`config.mk`:
```
export PLATFORM = sky130hd
export DESIGN_NAME = wb_host_bridge
export DESIGN_NICKNAME = d
export VERILOG_FILES = /design/src/rtl/wb_host_bridge_pkg.sv /design/src/rtl/wb_host_bridge.sv
export SDC_FILE = /design/constraint.sdc
export NUM_CORES = 1
export LEC_CHECK = 0
export ABC_CLOCK_PERIOD_IN_PS = 3870
export BUFFER_PORTS_ARGS = -buffer_cell sky130_fd_sc_hd__buf_2
export CAP_MARGIN = 20
export CORE_MARGIN = 2
export CORE_UTILIZATION = 35
export CTS_CLUSTER_SIZE = 10
export DETAILED_ROUTE_END_ITERATION = 10
export PLACE_DENSITY = 0.77
export SYNTH_ARGS = -nofsm -noshare
export SYNTH_HDL_FRONTEND = slang
export SYNTH_SLANG_ARGS = --single-unit
```
`constraint.sdc`:
```
create_clock -name sys_clk -period 3.87 [get_ports sys_clk]
set_input_delay 0.387 -clock sys_clk [delete_from_list [all_inputs] [get_ports sys_clk]]
set_output_delay 0.387 -clock sys_clk [all_outputs]
set_load 0.1 [all_outputs]
```
`src/rtl/wb_host_bridge_pkg.sv`:
```
// Shared types and address-map defaults for the Wishbone-to-BRAM/register bridge.
package wb_host_bridge_pkg;

    typedef enum logic [2:0] {
        ST_IDLE,
        ST_MEM,
        ST_REG,
        ST_ACK,
        ST_ERR
    } state_t;

    localparam int          REG_WIN_SIZE     = 256;
    localparam int          DEFAULT_MEM_AW   = 12;
    localparam logic [31:0] DEFAULT_REG_BASE = 32'h0000_1000;
    localparam int          DEFAULT_TIMEOUT  = 255;

    // Unsigned offset wraps for addresses below the base, so one compare covers both ends.
    function automatic logic in_reg_window(input logic [31:0] adr, input logic [31:0] base);
        logic [31:0] off;
        off = adr - base;
        return off < 32'(REG_WIN_SIZE);
    endfunction

endpackage

```
`src/rtl/wb_host_bridge.sv`:
```
// Wishbone slave bridging to a BRAM window and a 256-byte register window.
// Define WB_HOST_BRIDGE_TIMEOUT_EN to bound the wait for reg_ack with an error response.
module wb_host_bridge
    import wb_host_bridge_pkg::*;
#(
    parameter int          MEM_AW   = DEFAULT_MEM_AW,
    parameter logic [31:0] REG_BASE = DEFAULT_REG_BASE,
    parameter int          TIMEOUT  = DEFAULT_TIMEOUT
) (
    input  logic              sys_clk,
    input  logic              reset,
    input  logic              wbm_cyc_o,
    input  logic              wbm_stb_o,
    input  logic [31:0]       wbm_adr_o,
    input  logic              wbm_we_o,
    input  logic [31:0]       wbm_dat_o,
    input  logic [3:0]        wbm_sel_o,
    output logic [31:0]       wbm_dat_i,
    output logic              wbm_ack_i,
    output logic              wbm_err_i,
    output logic [3:0]        mem_wren,
    output logic [MEM_AW-3:0] mem_addr,
    output logic [31:0]       mem_wdata,
    input  logic [31:0]       mem_rdata,
    output logic              reg_cs,
    output logic              reg_wr,
    output logic [7:0]        reg_addr,
    output logic [3:0]        reg_be,
    output logic [31:0]       reg_wdata,
    input  logic [31:0]       reg_rdata,
    input  logic              reg_ack
);

    state_t      state_reg;
    logic [31:0] adr_reg;
    logic [31:0] dat_reg;
    logic [31:0] rdata_reg;
    logic [3:0]  sel_reg;
    logic        we_reg;
    logic        is_mem_reg;
    logic [3:0]  mem_wren_reg;
    logic        reg_cs_reg;
    logic        reg_wr_reg;
    logic        ack_reg;
    logic        err_reg;

    logic        req;
    logic        hit_mem;
    logic        hit_reg;
    logic        unused_adr_bits;

    assign req     = wbm_cyc_o & wbm_stb_o;
    assign hit_mem = (wbm_adr_o >> MEM_AW) == 32'd0;
    assign hit_reg = in_reg_window(wbm_adr_o, REG_BASE);

`ifdef WB_HOST_BRIDGE_TIMEOUT_EN
    logic [7:0] tmo_cnt_reg;
    logic       tmo_hit;

    // Fires on the REG cycle that would bring the count to TIMEOUT.
    assign tmo_hit = ({1'b0, tmo_cnt_reg} + 9'd1) >= 9'(TIMEOUT);
`else
    localparam int UNUSED_TIMEOUT = TIMEOUT;
`endif

    always_ff @(posedge sys_clk or posedge reset) begin
        if (reset) begin
            state_reg    <= ST_IDLE;
            adr_reg      <= '0;
            dat_reg      <= '0;
            rdata_reg    <= '0;
            sel_reg      <= '0;
            we_reg       <= 1'b0;
            is_mem_reg   <= 1'b0;
            mem_wren_reg <= '0;
            reg_cs_reg   <= 1'b0;
            reg_wr_reg   <= 1'b0;
            ack_reg      <= 1'b0;
            err_reg      <= 1'b0;
`ifdef WB_HOST_BRIDGE_TIMEOUT_EN
            tmo_cnt_reg  <= '0;
`endif
        end else begin
            ack_reg      <= 1'b0;
            err_reg      <= 1'b0;
            mem_wren_reg <= '0;
            case (state_reg)
                ST_IDLE: begin
                    if (req) begin
                        adr_reg   <= wbm_adr_o;
                        we_reg    <= wbm_we_o;
                        dat_reg   <= wbm_dat_o;
                        sel_reg   <= wbm_sel_o;
                        rdata_reg <= '0;
                        if (hit_mem) begin
                            state_reg    <= ST_MEM;
                            is_mem_reg   <= 1'b1;
                            mem_wren_reg <= wbm_we_o ? wbm_sel_o : 4'b0000;
                        end else if (hit_reg) begin
                            state_reg  <= ST_REG;
                            is_mem_reg <= 1'b0;
                            reg_cs_reg <= 1'b1;
                            reg_wr_reg <= wbm_we_o;
`ifdef WB_HOST_BRIDGE_TIMEOUT_EN
                            tmo_cnt_reg <= '0;
`endif
                        end else begin
                            state_reg  <= ST_ERR;
                            is_mem_reg <= 1'b0;
                            err_reg    <= 1'b1;
                        end
                    end
                end
                // BRAM read data lands during ACK, giving the fixed two-cycle latency.
                ST_MEM: begin
                    state_reg <= ST_ACK;
                    ack_reg   <= 1'b1;
                end
                // A master abort wins over a reg_ack arriving in the same cycle.
                ST_REG: begin
                    if (!wbm_cyc_o) begin
                        state_reg  <= ST_IDLE;
                        reg_cs_reg <= 1'b0;
                        reg_wr_reg <= 1'b0;
                    end else if (reg_ack) begin
                        state_reg  <= ST_ACK;
                        rdata_reg  <= reg_rdata;
                        ack_reg    <= 1'b1;
                        reg_cs_reg <= 1'b0;
                        reg_wr_reg <= 1'b0;
                    end
`ifdef WB_HOST_BRIDGE_TIMEOUT_EN
                    else if (tmo_hit) begin
                        state_reg  <= ST_ERR;
                        err_reg    <= 1'b1;
                        reg_cs_reg <= 1'b0;
                        reg_wr_reg <= 1'b0;
                    end else begin
                        tmo_cnt_reg <= tmo_cnt_reg + 8'd1;
                    end
`endif
                end
                ST_ACK:  state_reg <= ST_IDLE;
                ST_ERR:  state_reg <= ST_IDLE;
                default: state_reg <= ST_IDLE;
            endcase
        end
    end

    assign mem_wren  = mem_wren_reg;
    assign mem_addr  = adr_reg[MEM_AW-1:2];
    assign mem_wdata = dat_reg;
    assign reg_cs    = reg_cs_reg;
    assign reg_wr    = reg_wr_reg;
    assign reg_addr  = {adr_reg[7:2], 2'b00};
    assign reg_be    = sel_reg;
    assign reg_wdata = dat_reg;
    assign wbm_ack_i = ack_reg;
    assign wbm_err_i = err_reg;

    // BRAM data is only valid in the ACK cycle itself, so it is muxed straight through.
    assign wbm_dat_i = (ack_reg && !we_reg) ? (is_mem_reg ? mem_rdata : rdata_reg) : 32'd0;

    assign unused_adr_bits = ^{adr_reg[31:MEM_AW], adr_reg[1:0]};

endmodule

```
### Word level (Yosys, flattened, before mapping)

Cells that the tools add are included.

* div/mod/pow operators: 0
* add/subtract/negate cells: 1
* multiply operators: 0
* mux-type cells: 34
* bitwise gates (word level): 1
* eq/ne operators: 8
* reduce and logical (&&, ||, !) cells: 9
* order comparisons: 1
* shifts and indexed selects: 0

Operators with widths (number)
* $mux 32: 5
* $pmux 32 s2: 1
* $logic_not 32->1: 1
* $lt 32x9->1 const B: 1
* $sub 32x13->32 const B: 1
* $mux 4: 4
* $mux 1: 15
* $mux 3: 5
* $ne 2x2->1 const B: 5
* $pmux 3 s3: 1
* $pmux 1 s2: 3
* $reduce_and 5->1: 1
* $reduce_and 2->1: 2
* $reduce_and 4->1: 1
* $eq 3x1->1 const B: 1
* $eq 3x2->1 const B: 1
* $logic_not 3->1: 1
* $ne 3x3->1 const B: 1
* $reduce_bool 2->1: 1
* $and 1x1->1: 1
* $logic_and 1x1->1: 1
* $logic_not 1->1: 1

* register bits after elaboration: 93
* memory bits (read-only): 0
* logic and storage cells: 66
* memories kept: 0
* RAM bits: 0
* bits of input ports: 138
* output and inout bits: 126
* bits in latches: 0

### Depth between registers and ports, before layout

Gate-level depths: netlist of the first run.

* depth after elaboration: 6
* mapped depth: 7

### Worst setup path before layout of the first run

Ideal clock, no wire load.

* path kind: reg-to-output
* start: reg ack_reg, in the netlist wbm_ack_i
* end: out wbm_dat_i[10]
* required time: 3.483 ns
* cell stages (with the launch flop): 4
* arrival time: 2.666 ns
* buffers on the path: 1
* path slack: 0.817 ns
* cells stage by stage: dfrtp_1 nand2_1 clkbuf_1 nor2_1

* cells in the longest elaborated chain, start to end: 2

Ends and longest elaborated chain
* start, declared: line wb_host_bridge.sv:44 `logic ack_reg;`
* start signal, assigned: line wb_host_bridge.sv:78 `ack_reg <= 1'b0;`
* start signal, assigned: line wb_host_bridge.sv:84 `ack_reg <= 1'b0;`
* start signal, assigned: line wb_host_bridge.sv:117 `ack_reg <= 1'b1;`
* $logic_and 1x1->1: line wb_host_bridge.sv:162 `assign wbm_dat_i = (ack_reg && !we_reg) ? (is_mem_reg ? mem_rdata : rdata_reg) : 32'd0;`
* $mux 32: line wb_host_bridge.sv:162
* end, declared: line wb_host_bridge.sv:18 `output logic [31:0] wbm_dat_i,`

No other way between the ends.

### Worst setup path in the final report of the first run

* start: reg we_reg
* end: out wbm_dat_i[21]

* cells in the longest elaborated chain, start to end: 3

Ends and longest elaborated chain
* start, declared: line wb_host_bridge.sv:39 `logic we_reg;`
* start signal, assigned: line wb_host_bridge.sv:91 `we_reg <= wbm_we_o;`
* $logic_not 1->1: line wb_host_bridge.sv:162
* $logic_and 1x1->1: line wb_host_bridge.sv:162
* $mux 32: line wb_host_bridge.sv:162

No other way between the ends.

==> results of run 1 <==
==> power by group through the flow <==
stage	Clock, mW	Sequential, mW	Combinational (mW)
6_report	0.814	1.08	1.34
5_1_grt	0.891	1.09	1.38
3_3_place_gp	0	1.09	1.34
3_5_place_dp	0	1.10	1.35
4_1_cts	0.842	1.08	1.35
2_1_floorplan	0	1.63	0.658
==> through the flow <==
| step | power [mW] | util | cell area, um^2 | instances | worst slack [ns] |
|---|---|---|---|---|---|
| 3_5_place_dp | 2.44 | 0.449 | 5380 | 789 | 1.69 |
| 3_3_place_gp | 2.43 | 0.449 | 5380 | 789 | 1.70 |
| 4_1_cts | 3.27 | 0.473 | 5660 | 805 | 1.32 |
| 5_1_grt | 3.37 | 0.473 | 5660 | 805 | 1.22 |
| 6_report | 3.23 | 0.473 | 5660 | 805 | 1.39 |
| 2_1_floorplan | 2.29 | - | 4280 | 445 | 0.817 |
==> critical path: stages, from the launching register on <==
cell                      delay, ns
sky130_fd_sc_hd__dfrtp_1       0.36
sky130_fd_sc_hd__inv_1         0.07
sky130_fd_sc_hd__nand2_1       0.58
sky130_fd_sc_hd__nor2_1        0.30
sky130_fd_sc_hd__buf_2         0.46
==> cell type report <==
class | count | area, um^2 | area share
flip-flops and latches | 91 | 2280 | 0.403
multi-input cells | 281 | 1560 | 0.275
repair buffers | 264 | 1330 | 0.236
clock buffers | 12 | 256 | 0.0453
well taps | 147 | 184 | 0.0325
clock inverters | 4 | 25.0 | 0.00442
inverters | 6 | 23.8 | 0.00420
==> cell usage after synthesis (all sizes together) <==
master     n  area [um^2]
a22o      32          280
o311a      1         10.0
nand4bb    1         11.3
o31a       1         8.76
nand4      1         6.26
nor4       7         65.1
o21ai      4         20.0
and2       4         25.0
inv        6         22.5
nor3       3         15.0
a21o       1         7.51
nand2    142          533
nand3b     1         7.51
mux2       1         11.3
nor2      35          131
or2        1         6.26
clkbuf    11         41.3
a21oi      3         15.0
a211oi     1         7.51
nor3b      1         7.51
mux2i     33          330
and3       1         6.26
buf       56          393
conb       1         3.75
dfrtp     91         2280
nand2b     2         12.5
nand3      1         5.00
or4        2         18.8
==> routing by layer <==
metal  vias to the layer above  part of all wire
met1                      1722              0.43
met3                         8             0.063
met2                       153              0.50
met5                         -                 0
li1                       1831                 -
met4                         0            0.0097
==> kinds of logic after synthesis <==
logic type / Yosys count / synth area share
DFF: 91 / 0.532
buffers and inverters: 73 / 0.107
muxes: 34 / 0.0798
other: 1 / 0.000876
AOI/OAI and AO/OA: 43 / 0.0816
and+or+nand+nor: 202 / 0.199
==> path summary, 6_finish.rpt <==
kind	from	to	slack (ns)
worst min register to register	reg_be[2]	reg_be[2]	0.48
worst max register to register	state_reg[0]	reg_wr	1.85
max in group asynchronous	reset	mem_wdata[6]	2.98
min in group sys_clk	wbm_adr_o[6]	adr_reg[6]	0.24
worst max-delay path	we_reg	wbm_dat_i[21]	1.39
worst min-delay path	reset	mem_wdata[20]	0.08
==> metrics.txt, run 1 <==
# TYPE chip_impl_metric gauge
chip_impl_info{name="outcome",value="finished, final reports clean"} 1
chip_impl_metric{name="post_route_cells_drive_above_1_share",unit=""} 0.436
chip_impl_metric{name="cts.hold.buffers_added",unit=""} 0
chip_impl_metric{name="core_box_area",unit="um^2"} 12000
chip_impl_info{name="grt_setup_unrepaired",value="no"} 1
chip_impl_info{name="setup.worst_path.start_class",value="register"} 1
chip_impl_metric{name="cap_violations",unit=""} 0
chip_impl_info{name="grt-busiest-layer",value="met2"} 1
chip_impl_metric{name="finalMaxSlewViolations",unit=""} 0
chip_impl_metric{name="worst-endpoint-required",unit="ns"} 3.48
chip_impl_metric{name="routabilityCongestion",unit=""} 0.748
chip_impl_metric{name="fin_nets",unit=""} 791
chip_impl_metric{name="ctsHtreeMaxLevel",unit=""} 3
chip_impl_metric{name="netlist-cell-type-count",unit=""} 33
chip_impl_metric{name="route.vias.total",unit=""} 3714
chip_impl_metric{name="post_synth_instance_area",unit="um^2"} 4280
chip_impl_metric{name="areaGrowthSynthToFinish",unit="%"} 32.2
chip_impl_metric{name="final-setup-viol-count",unit=""} 0
chip_impl_metric{name="switching_fraction",unit=""} 0.484
chip_impl_metric{name="grt_use_total",unit=""} 0.162
chip_impl_metric{name="grt_pass1_wl",unit="um"} 16700
chip_impl_info{name="tritoncts",value="done"} 1
chip_impl_metric{name="grt_overflow",unit=""} 0
chip_impl_info{name="crit_end_element",value="output port"} 1
chip_impl_metric{name="start_util",unit=""} 0.358
chip_impl_metric{name="cellLeakagePower",unit="nW"} 3.15
chip_impl_metric{name="worstSkewPairLatency",unit="ns"} 0.33
chip_impl_metric{name="hold_viol_final",unit=""} 0
chip_impl_metric{name="yosysWarningCount",unit=""} 0
chip_impl_metric{name="proportion_of_power_drawn_by_the_clock_network",unit=""} 0.252
chip_impl_metric{name="clk_transition_reported_paths",unit="ns"} 0.06
chip_impl_metric{name="drt_pre_antenna_iters",unit=""} 4
chip_impl_metric{name="synth.yosys.seq_area_share",unit=""} 0.532
chip_impl_metric{name="hpwlAfterDp",unit="um"} 8040
chip_impl_metric{name="io_pins",unit=""} 264
chip_impl_metric{name="gr-usage-met2",unit=""} 0.279
chip_impl_metric{name="slew_headroom",unit=""} 0.319
chip_impl_metric{name="fmax",unit="MHz"} 402
chip_impl_metric{name="drtAntennaViolNets",unit=""} 0
chip_impl_info{name="clk_root_buffer_cell",value="sky130_fd_sc_hd__clkbuf_16"} 1
chip_impl_metric{name="die_area",unit="um^2"} 13100
chip_impl_metric{name="buffer_ports.inserted",unit=""} 259
chip_impl_metric{name="period_share",unit=""} 0.642
chip_impl_metric{name="clkSinkCount",unit=""} 91
chip_impl_metric{name="fill_cells",unit=""} 1160
chip_impl_metric{name="worstPathMaxFanout",unit=""} 32
chip_impl_metric{name="grt_max_degree",unit=""} 50
chip_impl_metric{name="cts_resized",unit=""} 0
chip_impl_metric{name="min_period",unit="ns"} 2.48
chip_impl_metric{name="drt_drc_violations_left",unit=""} 0
chip_impl_metric{name="vias_per_cell",unit=""} 4.61
chip_impl_metric{name="drt-total-wl",unit="um"} 10900
chip_impl_metric{name="initial_antenna_violation_count",unit=""} 0
chip_impl_metric{name="setup-tns-final",unit="ns"} 0
chip_impl_metric{name="worst_hold_slack",unit="ns"} 0.0811
chip_impl_metric{name="detail_route.wl_per_cell",unit="um"} 13.6
chip_impl_metric{name="drt_iter0_drc",unit=""} 140
chip_impl_info{name="most_common_library_cell_in_the_layout_ignoring_fill_and_taps",value="sky130_fd_sc_hd__buf_2"} 1
chip_impl_metric{name="ys_seq_elements",unit=""} 91
chip_impl_metric{name="ff2ff_path_depth",unit=""} 3
chip_impl_metric{name="vias_in_the_first_global_route",unit=""} 3395
chip_impl_metric{name="power.switching",unit="mW"} 1.57
chip_impl_metric{name="die_w",unit="um"} 115
chip_impl_metric{name="avgSynthCellArea",unit="um^2"} 9.64
chip_impl_info{name="min_path_type",value="primary input to asynchronous set/reset pin"} 1
chip_impl_metric{name="p_seq_frac",unit=""} 0.334
chip_impl_metric{name="cell_internal_pwr",unit="mW"} 1.67
chip_impl_metric{name="post_synth_inst_count",unit=""} 444
chip_impl_metric{name="grt_use_met3",unit=""} 0.0408
chip_impl_metric{name="worst_ep_arrival_time",unit="ns"} 2.10
chip_impl_metric{name="ctsLongestPathBuffers",unit=""} 2
chip_impl_metric{name="die_h",unit="um"} 115
chip_impl_metric{name="core.rowCount",unit=""} 40
chip_impl_info{name="highest_count_cells_in_the_layout_ignoring_fill_and_taps",value="sky130_fd_sc_hd__buf_2, sky130_fd_sc_hd__nand2_1, sky130_fd_sc_hd__dfrtp_1"} 1
chip_impl_metric{name="antennaDiodeCount",unit=""} 0
chip_impl_metric{name="vdd_ir_drop_max",unit="uV"} 370
chip_impl_metric{name="grtUsageMet1",unit=""} 0.203
chip_impl_metric{name="post-cts-setup-buffers",unit=""} 0
chip_impl_metric{name="share_comb_of_total_power",unit=""} 0.414
chip_impl_metric{name="cts-buffers-inserted",unit=""} 9
chip_impl_metric{name="power_density",unit="nW/um^2"} 572
chip_impl_info{name="type_of_the_worst_setup_path",value="register to output port"} 1
chip_impl_metric{name="final.setup_skew",unit="ns"} 0.00632
chip_impl_metric{name="timing_worst_slew_pin_value",unit="ns"} 1.02
Note: power is estimated with default switching activity, not from simulation.
==> run 2, diff against run 1 <==
--- a/config.mk
+++ b/config.mk
@@ -5,14 +5,15 @@
 export SDC_FILE = /design/constraint.sdc
 export NUM_CORES = 1
 export LEC_CHECK = 0
-export ABC_CLOCK_PERIOD_IN_PS = 3870
+export ABC_AREA = 1
+export ABC_CLOCK_PERIOD_IN_PS = 2000
 export BUFFER_PORTS_ARGS = -buffer_cell sky130_fd_sc_hd__buf_2
 export CAP_MARGIN = 20
 export CORE_MARGIN = 2
 export CORE_UTILIZATION = 35
 export CTS_CLUSTER_SIZE = 10
 export DETAILED_ROUTE_END_ITERATION = 10
-export PLACE_DENSITY = 0.77
+export PLACE_DENSITY = 0.78
 export SYNTH_ARGS = -nofsm -noshare
 export SYNTH_HDL_FRONTEND = slang
 export SYNTH_SLANG_ARGS = --single-unit
==> constraint.sdc (replaced) <==
create_clock -name sys_clk -period 2 [get_ports sys_clk]
set_input_delay 0.2 -clock sys_clk [delete_from_list [all_inputs] [get_ports sys_clk]]
set_output_delay 0.2 -clock sys_clk [all_outputs]
set_load 0.1 [all_outputs]
==> metrics.txt, run 2 <==
# TYPE chip_impl_metric gauge
chip_impl_metric{name="async_flop_share",unit=""} 1.00
chip_impl_info{name="most_common_library_cell_in_the_layout_ignoring_fill_and_taps",value="sky130_fd_sc_hd__buf_2"} 1
chip_impl_metric{name="synth.yosys.seq_area_share",unit=""} 0.468
chip_impl_info{name="synth_most_common_cell",value="sky130_fd_sc_hd__nand2_1"} 1
chip_impl_metric{name="grt_max_degree",unit=""} 92
chip_impl_metric{name="min_period",unit="ns"} 1.90
chip_impl_info{name="leading_area_contributor_after_synthesis",value="sky130_fd_sc_hd__dfrtp_1"} 1
chip_impl_metric{name="grtUsageMet1",unit=""} 0.235
chip_impl_metric{name="clk_transition_reported_paths",unit="ns"} 0.07
chip_impl_metric{name="cap_violations",unit=""} 0
chip_impl_metric{name="drt_pre_antenna_iters",unit=""} 4
chip_impl_metric{name="dp_worst_setup_slack",unit="ns"} 0.292
chip_impl_info{name="crit_end_element",value="output port"} 1
chip_impl_metric{name="total_power",unit="mW"} 6.84
chip_impl_metric{name="postPlaceCellArea",unit="um^2"} 7030
chip_impl_metric{name="drt_iter0_drc",unit=""} 261
chip_impl_metric{name="grt_use_total",unit=""} 0.188
chip_impl_metric{name="fill_cells",unit=""} 1262
chip_impl_metric{name="io_pins",unit=""} 264
chip_impl_metric{name="p_seq_frac",unit=""} 0.312
chip_impl_metric{name="cts-buffers-inserted",unit=""} 9
chip_impl_metric{name="routabilityCongestion",unit=""} 0.888
chip_impl_metric{name="start_util",unit=""} 0.355
chip_impl_metric{name="yosysWarningCount",unit=""} 0
chip_impl_metric{name="antennaDiodeCount",unit=""} 0
chip_impl_metric{name="post_synth_inst_count",unit=""} 648
chip_impl_info{name="violations",value="negative hold slack"} 1
chip_impl_metric{name="register_cell_area_after_layout",unit="um^2"} 2280
chip_impl_metric{name="ctsLongestPathBuffers",unit=""} 2
chip_impl_metric{name="buffer_ports.inserted",unit=""} 259
chip_impl_metric{name="die_w",unit="um"} 122
chip_impl_metric{name="synthDominantCellAreaShare",unit=""} 0.468
chip_impl_metric{name="grt_use_met3",unit=""} 0.0389
chip_impl_metric{name="postLayoutCellArea",unit="um^2"} 7310
chip_impl_metric{name="avgSynthCellArea",unit="um^2"} 7.51
chip_impl_info{name="tritoncts",value="done"} 1
chip_impl_metric{name="core.rowCount",unit=""} 43
chip_impl_metric{name="clkSinkCount",unit=""} 91
chip_impl_metric{name="core_box_area",unit="um^2"} 13700
chip_impl_info{name="min_path_type",value="primary input to asynchronous set/reset pin"} 1
chip_impl_metric{name="drt-total-wl",unit="um"} 14200
chip_impl_info{name="post_synth_main_area_contributors",value="sky130_fd_sc_hd__dfrtp_1, sky130_fd_sc_hd__nand2_1, sky130_fd_sc_hd__buf_4"} 1
chip_impl_metric{name="ys_seq_elements",unit=""} 91
chip_impl_metric{name="worstPathMaxFanout",unit=""} 21
chip_impl_info{name="grt_setup_unrepaired",value="no"} 1
chip_impl_metric{name="grt_pass1_wl",unit="um"} 22100
chip_impl_metric{name="worst-endpoint-required",unit="ns"} 1.80
chip_impl_info{name="outcome",value="finished, violations left"} 1
chip_impl_metric{name="period_share",unit=""} 0.949
chip_impl_info{name="synth_top_flop_cell",value="sky130_fd_sc_hd__dfrtp_1"} 1
chip_impl_info{name="highest_count_cells_in_the_layout_ignoring_fill_and_taps",value="sky130_fd_sc_hd__buf_2, sky130_fd_sc_hd__nand2_1, sky130_fd_sc_hd__dfrtp_1"} 1
chip_impl_metric{name="multi_input_comb_area",unit="um^2"} 2300
chip_impl_metric{name="fmax",unit="MHz"} 527
chip_impl_metric{name="worst_hold_slack",unit="ns"} -0.0153
chip_impl_metric{name="ctsHtreeMaxLevel",unit=""} 3
chip_impl_metric{name="post_route_cells_drive_above_1_share",unit=""} 0.389
chip_impl_metric{name="worstSkewPairLatency",unit="ns"} 0.33
chip_impl_metric{name="vias_in_the_first_global_route",unit=""} 4555
chip_impl_metric{name="initial_antenna_violation_count",unit=""} 0
chip_impl_metric{name="vdd_ir_drop_max",unit="uV"} 737
chip_impl_metric{name="number_of_enable_type_register_cells_in_the_synthesized_netlist",unit=""} 0
chip_impl_metric{name="power_density",unit="nW/um^2"} 935
chip_impl_metric{name="final.setup_skew",unit="ns"} 0.00646
chip_impl_metric{name="cell_internal_pwr",unit="mW"} 3.30
chip_impl_metric{name="route.vias.total",unit=""} 4809
chip_impl_metric{name="fin_nets",unit=""} 1003
chip_impl_metric{name="cellLeakagePower",unit="nW"} 3.64
chip_impl_metric{name="post-cts-setup-buffers",unit=""} 0
chip_impl_metric{name="timing_worst_slew_pin_value",unit="ns"} 0.878
chip_impl_info{name="setup.worst_path.start",value="is_mem_reg"} 1
chip_impl_info{name="synth_top_cells_by_count",value="sky130_fd_sc_hd__nand2_1, sky130_fd_sc_hd__dfrtp_1, sky130_fd_sc_hd__nor2_1"} 1
chip_impl_metric{name="final_critical_path_setup_slack",unit="ns"} 0.102
chip_impl_metric{name="switching_fraction",unit=""} 0.517
chip_impl_metric{name="worst_ep_arrival_time",unit="ns"} 1.70
chip_impl_metric{name="die_area",unit="um^2"} 14900
chip_impl_metric{name="post_synth_instance_area",unit="um^2"} 4870
chip_impl_metric{name="slew_headroom",unit=""} 0.415
chip_impl_metric{name="die_h",unit="um"} 122
chip_impl_metric{name="share_comb_of_total_power",unit=""} 0.462
chip_impl_info{name="type_of_the_worst_setup_path",value="register to output port"} 1
chip_impl_metric{name="finalMaxSlewViolations",unit=""} 0
chip_impl_metric{name="drt_drc_violations_left",unit=""} 0
chip_impl_metric{name="detail_route.wl_per_cell",unit="um"} 13.5
chip_impl_info{name="setup.worst_path.start_class",value="register"} 1
chip_impl_metric{name="grt_overflow",unit=""} 0
chip_impl_info{name="critical_path.reg2reg.startpoint",value="state_reg[0]"} 1
chip_impl_metric{name="final-setup-viol-count",unit=""} 0
chip_impl_metric{name="proportion_of_power_drawn_by_the_clock_network",unit=""} 0.226
chip_impl_metric{name="vias_per_cell",unit=""} 4.58
chip_impl_info{name="clk_root_buffer_cell",value="sky130_fd_sc_hd__clkbuf_16"} 1
chip_impl_info{name="grt-busiest-layer",value="met2"} 1
chip_impl_metric{name="hpwlAfterDp",unit="um"} 10900
chip_impl_metric{name="drtAntennaViolNets",unit=""} 0
chip_impl_metric{name="areaGrowthSynthToFinish",unit="%"} 50.3
chip_impl_metric{name="gr-usage-met2",unit=""} 0.324
chip_impl_metric{name="power.switching",unit="mW"} 3.54
chip_impl_metric{name="netlist-cell-type-count",unit=""} 26
chip_impl_metric{name="cts.hold.buffers_added",unit=""} 0
chip_impl_metric{name="hold_viol_final",unit=""} 26
-- run 2: metrics by stage --
| stage | instances | TNS (ns) | util |
|---|---|---|---|
| 3_5_place_dp | 1034 | 0 | 0.513 |
| 2_1_floorplan | 649 | -3.02 | - |
| 3_3_place_gp | 1034 | 0 | 0.513 |
| 5_1_grt | 1050 | 0 | 0.533 |
| 4_1_cts | 1050 | 0 | 0.533 |
| 6_report | 1050 | 0 | 0.533 |
-- run 2: final timing paths --
kind,to,slack (ns),cells past startpoint
max,wbm_dat_i[25],0.10,5
min,mem_wdata[15],-0.02,3
max reg2reg,mem_wdata[4],0.35,9
min reg2reg,reg_cs,0.48,2
max in group asynchronous,adr_reg[6],1.63,3
min in group sys_clk,adr_reg[3],0.06,3
-- run 2: cells by family (layout without fill, tap and decap cells) --
group	Yosys count	in the layout	synth area share
flip-flops	91	91	0.468
buffers and inverters	141	362	0.142
AO/OA/AOI/OAI	84	84	0.105
AND/OR/NAND/NOR	331	331	0.283
other	1	2	0.000771
-- run 2: critical path, cell delays in order, from the launching register on --
cell                       delay [ns]
sky130_fd_sc_hd__dfrtp_1         0.41
sky130_fd_sc_hd__clkinv_4        0.15
sky130_fd_sc_hd__buf_12          0.21
sky130_fd_sc_hd__nor2_1          0.10
sky130_fd_sc_hd__a211oi_4        0.27
sky130_fd_sc_hd__buf_12          0.21
-- run 2: area by class of cell --
class	instances	share of cell area
inverters	72	0.0381
flip-flops and latches	91	0.311
well taps	180	0.0308
multi-input cells	417	0.315
repair buffers	274	0.267
clock buffers	11	0.0318
clock inverters	5	0.00547
-- run 2: repair_timing --
action,CTS,global route
gates resized for setup,1,1
pin swaps,0,0
endpoints found under the setup margin,3,2
gates cloned,0,0
-- run 2: power by group through the flow --
| stage | clock network, mW | logic (mW) | registers, mW |
|---|---|---|---|
| floorplan | 0 | 1.62 | 3.29 |
| global placement | 0 | 3.14 | 2.16 |
| detailed placement | 0 | 3.18 | 2.16 |
| CTS | 1.59 | 3.18 | 2.14 |
| global route | 1.67 | 3.29 | 2.15 |
| finish | 1.55 | 3.16 | 2.13 |
-- run 2: layer usage --
metal  vias to the layer above  wire length [um]
met1                      2187              5870
met3                        18              1060
met4                         0               236
met2                       196              7000
li1                       2408                 -
met5                         -                 0
==> run 3, diff against run 2 <==
--- a/config.mk
+++ b/config.mk
@@ -7,13 +7,13 @@
 export LEC_CHECK = 0
 export ABC_AREA = 1
 export ABC_CLOCK_PERIOD_IN_PS = 2000
-export BUFFER_PORTS_ARGS = -buffer_cell sky130_fd_sc_hd__buf_2
 export CAP_MARGIN = 20
 export CORE_MARGIN = 2
 export CORE_UTILIZATION = 35
 export CTS_CLUSTER_SIZE = 10
 export DETAILED_ROUTE_END_ITERATION = 10
-export PLACE_DENSITY = 0.78
+export DONT_BUFFER_PORTS = 1
+export PLACE_DENSITY = 0.61
 export SYNTH_ARGS = -nofsm -noshare
 export SYNTH_HDL_FRONTEND = slang
 export SYNTH_SLANG_ARGS = --single-unit
==> metrics.txt, run 3 (synthesis results as in run 2) <==
# TYPE chip_impl_metric gauge
chip_impl_metric{name="core.rowCount",unit=""} 43
chip_impl_metric{name="setup-tns-final",unit="ns"} 0
chip_impl_info{name="tritoncts",value="done"} 1
chip_impl_metric{name="buffer_ports.inserted",unit=""} 0
chip_impl_metric{name="detail_route.wl_per_cell",unit="um"} 15.3
chip_impl_metric{name="power.switching",unit="mW"} 3.58
chip_impl_metric{name="post_route_cells_drive_above_1_share",unit=""} 0.293
chip_impl_metric{name="hold_viol_final",unit=""} 0
chip_impl_metric{name="io_pins",unit=""} 264
chip_impl_metric{name="power_density",unit="nW/um^2"} 996
chip_impl_info{name="crit_end_element",value="output port"} 1
chip_impl_info{name="timing.critical_path.max_delay_family",value="buffers and inverters"} 1
chip_impl_metric{name="clk_transition_reported_paths",unit="ns"} 0.06
chip_impl_metric{name="switching_fraction",unit=""} 0.472
chip_impl_metric{name="drt_iter0_drc",unit=""} 211
chip_impl_metric{name="cell_internal_pwr",unit="mW"} 4.01
chip_impl_metric{name="period_share",unit=""} 0.947
chip_impl_metric{name="grt_overflow",unit=""} 0
chip_impl_metric{name="ctsHtreeMaxLevel",unit=""} 3
chip_impl_metric{name="multi_input_comb_area",unit="um^2"} 2320
chip_impl_metric{name="final_critical_path_setup_slack",unit="ns"} 0.106
chip_impl_metric{name="total_power",unit="mW"} 7.59
chip_impl_metric{name="vdd_ir_drop_max",unit="uV"} 687
chip_impl_metric{name="drt_drc_violations_left",unit=""} 0
chip_impl_metric{name="cts-buffers-inserted",unit=""} 9
chip_impl_metric{name="register_cell_area_after_layout",unit="um^2"} 2330
chip_impl_metric{name="vias_in_the_first_global_route",unit=""} 4629
chip_impl_metric{name="cap_violations",unit=""} 0
chip_impl_metric{name="ctsLongestPathBuffers",unit=""} 2
chip_impl_metric{name="initial_antenna_violation_count",unit=""} 0
chip_impl_metric{name="antennaDiodeCount",unit=""} 0
chip_impl_info{name="type_of_the_worst_setup_path",value="register to output port"} 1
chip_impl_metric{name="fill_cells",unit=""} 1154
chip_impl_metric{name="worstSkewPairLatency",unit="ns"} 0.34
chip_impl_metric{name="drt-total-wl",unit="um"} 14400
chip_impl_metric{name="proportion_of_power_drawn_by_the_clock_network",unit=""} 0.263
chip_impl_info{name="min_path_type",value="primary input to register"} 1
chip_impl_metric{name="grt_pass1_wl",unit="um"} 23000
chip_impl_metric{name="clkSinkCount",unit=""} 91
chip_impl_metric{name="dp_worst_setup_slack",unit="ns"} 0.285
chip_impl_info{name="timing.critical_path.mode_cell",value="sky130_fd_sc_hd__buf_12"} 1
chip_impl_metric{name="drt_pre_antenna_iters",unit=""} 4
chip_impl_metric{name="worst_ep_arrival_time",unit="ns"} 1.69
chip_impl_info{name="critical_path.slowest_cell",value="sky130_fd_sc_hd__dfrtp_1"} 1
chip_impl_info{name="most_common_library_cell_in_the_layout_ignoring_fill_and_taps",value="sky130_fd_sc_hd__nand2_1"} 1
chip_impl_metric{name="worst_hold_slack",unit="ns"} 0.0192
chip_impl_metric{name="fin_nets",unit=""} 895
chip_impl_metric{name="grt_max_degree",unit=""} 62
chip_impl_metric{name="start_util",unit=""} 0.355
chip_impl_info{name="setup.worst_path.start_class",value="register"} 1
chip_impl_metric{name="worstPathMaxFanout",unit=""} 27
chip_impl_metric{name="die_w",unit="um"} 122
chip_impl_info{name="grt_setup_unrepaired",value="no"} 1
chip_impl_metric{name="drtAntennaViolNets",unit=""} 0
chip_impl_metric{name="worst-endpoint-required",unit="ns"} 1.80
chip_impl_metric{name="final.setup_skew",unit="ns"} 0.0124
chip_impl_metric{name="finalMaxSlewViolations",unit=""} 0
chip_impl_metric{name="p_seq_frac",unit=""} 0.298
chip_impl_metric{name="hpwlAfterDp",unit="um"} 10600
chip_impl_metric{name="fmax",unit="MHz"} 528
chip_impl_metric{name="min_period",unit="ns"} 1.89
chip_impl_metric{name="die_h",unit="um"} 122
chip_impl_metric{name="timing_worst_slew_pin_value",unit="ns"} 0.867
chip_impl_metric{name="share_comb_of_total_power",unit=""} 0.439
chip_impl_metric{name="slew_headroom",unit=""} 0.422
chip_impl_info{name="highest_count_cells_in_the_layout_ignoring_fill_and_taps",value="sky130_fd_sc_hd__nand2_1, sky130_fd_sc_hd__nor2_1, sky130_fd_sc_hd__inv_1"} 1
chip_impl_metric{name="die_area",unit="um^2"} 14900
chip_impl_info{name="outcome",value="finished, final reports clean"} 1
chip_impl_metric{name="routabilityCongestion",unit=""} 0.866
chip_impl_metric{name="cellLeakagePower",unit="nW"} 3.35
chip_impl_metric{name="vias_per_cell",unit=""} 4.79
chip_impl_info{name="crit_chain",value="inv_1 -> nand2_4 -> buf_12 -> a211oi_4 -> buf_12"} 1
chip_impl_metric{name="areaGrowthSynthToFinish",unit="%"} 56.7
chip_impl_metric{name="critPathMaxStageDelay",unit="ns"} 0.36
chip_impl_metric{name="route.vias.total",unit=""} 4512
chip_impl_metric{name="critPathBufInv",unit=""} 3
chip_impl_metric{name="core_box_area",unit="um^2"} 13700
chip_impl_metric{name="grt_use_total",unit=""} 0.197
chip_impl_info{name="clk_root_buffer_cell",value="sky130_fd_sc_hd__clkbuf_16"} 1
chip_impl_metric{name="final-setup-viol-count",unit=""} 0
-- run 3: cell types whose count changed in the layout (fill, tap and decap cells not counted), sizes merged --
| cell | before | now |
|---|---|---|
| buf | 274 | 119 |
| bufinv | 0 | 3 |
| clkbuf | 11 | 10 |
| clkinv | 3 | 1 |
| clkinvlp | 4 | 1 |
| dlygate4sd3 | 0 | 47 |
| inv | 70 | 73 |
-- run 3: final timing paths --
path / to / slack, ns / from / cells past startpoint
setup / recovery: wbm_dat_i[19] / 0.11 / we_reg / 5
hold / removal: rdata_reg[26] / 0.02 / reg_rdata[26] / 2
setup reg to reg: adr_reg[8] / 0.25 / state_reg[0] / 8
hold reg to reg: reg_cs / 0.47 / reg_cs / 2
max in group asynchronous: mem_wdata[10] / 1.22 / reset / 3
min in group asynchronous: mem_wdata[19] / 0.42 / reset / 3
-- run 3: power groups by stage --
stage	registers, mW	clock network (mW)	logic, mW
final	2.26	1.99	3.33
after global routing	2.28	2.15	3.44
after CTS	2.26	2.06	3.33
after detailed placement	2.29	0	3.25
after global placement	2.29	0	3.22
after floorplan	3.29	0	1.62
-- run 3: metal layers --
metal | vias to the layer above | GRT usage | part of all wire
met2 | 209 | 0.346 | 0.51
met4 | 0 | 0.0661 | 0.015
met5 | - | 0 | 0
li1 | 2186 | - | -
met3 | 14 | 0.0609 | 0.089
met1 | 2103 | 0.228 | 0.38
-- run 3: repair_timing --
item	4_1_cts	5_1_grt
gates resized for setup	2	0
hold buffers	47	0
setup buffers	0	0
endpoints found under the hold margin	138	0
setup endpoints to repair	14	0
-- run 3: area by class of cell --
cell class / instances / share of cell area
Clock buffer: 10 / 0.0313
Clock inverter: 6 / 0.0156
Inverter: 72 / 0.0366
Multi-Input combinational cell: 417 / 0.304
Sequential cell: 91 / 0.305
Tap cell: 180 / 0.0295
Timing Repair Buffer: 166 / 0.278
-- run 3: per-stage QoR --
| stage | utilization | instances | instance area [um^2] |
|---|---|---|---|
| floorplan | - | 649 | 5300 |
| global placement | 0.495 | 879 | 6790 |
| detailed placement | 0.495 | 879 | 6790 |
| CTS | 0.556 | 942 | 7620 |
| global route | 0.556 | 942 | 7620 |
| finish | 0.556 | 942 | 7620 |
-- run 3: worst register-to-register path, cell delays in order, from the launching register on --
cell	delay, ns
sky130_fd_sc_hd__dfrtp_1	0.37
sky130_fd_sc_hd__nor2_1	0.11
sky130_fd_sc_hd__inv_1	0.06
sky130_fd_sc_hd__nor2_1	0.12
sky130_fd_sc_hd__inv_1	0.11
sky130_fd_sc_hd__nor2_4	0.16
sky130_fd_sc_hd__inv_2	0.34
sky130_fd_sc_hd__nand2_1	0.19
sky130_fd_sc_hd__o21ai_0	0.12
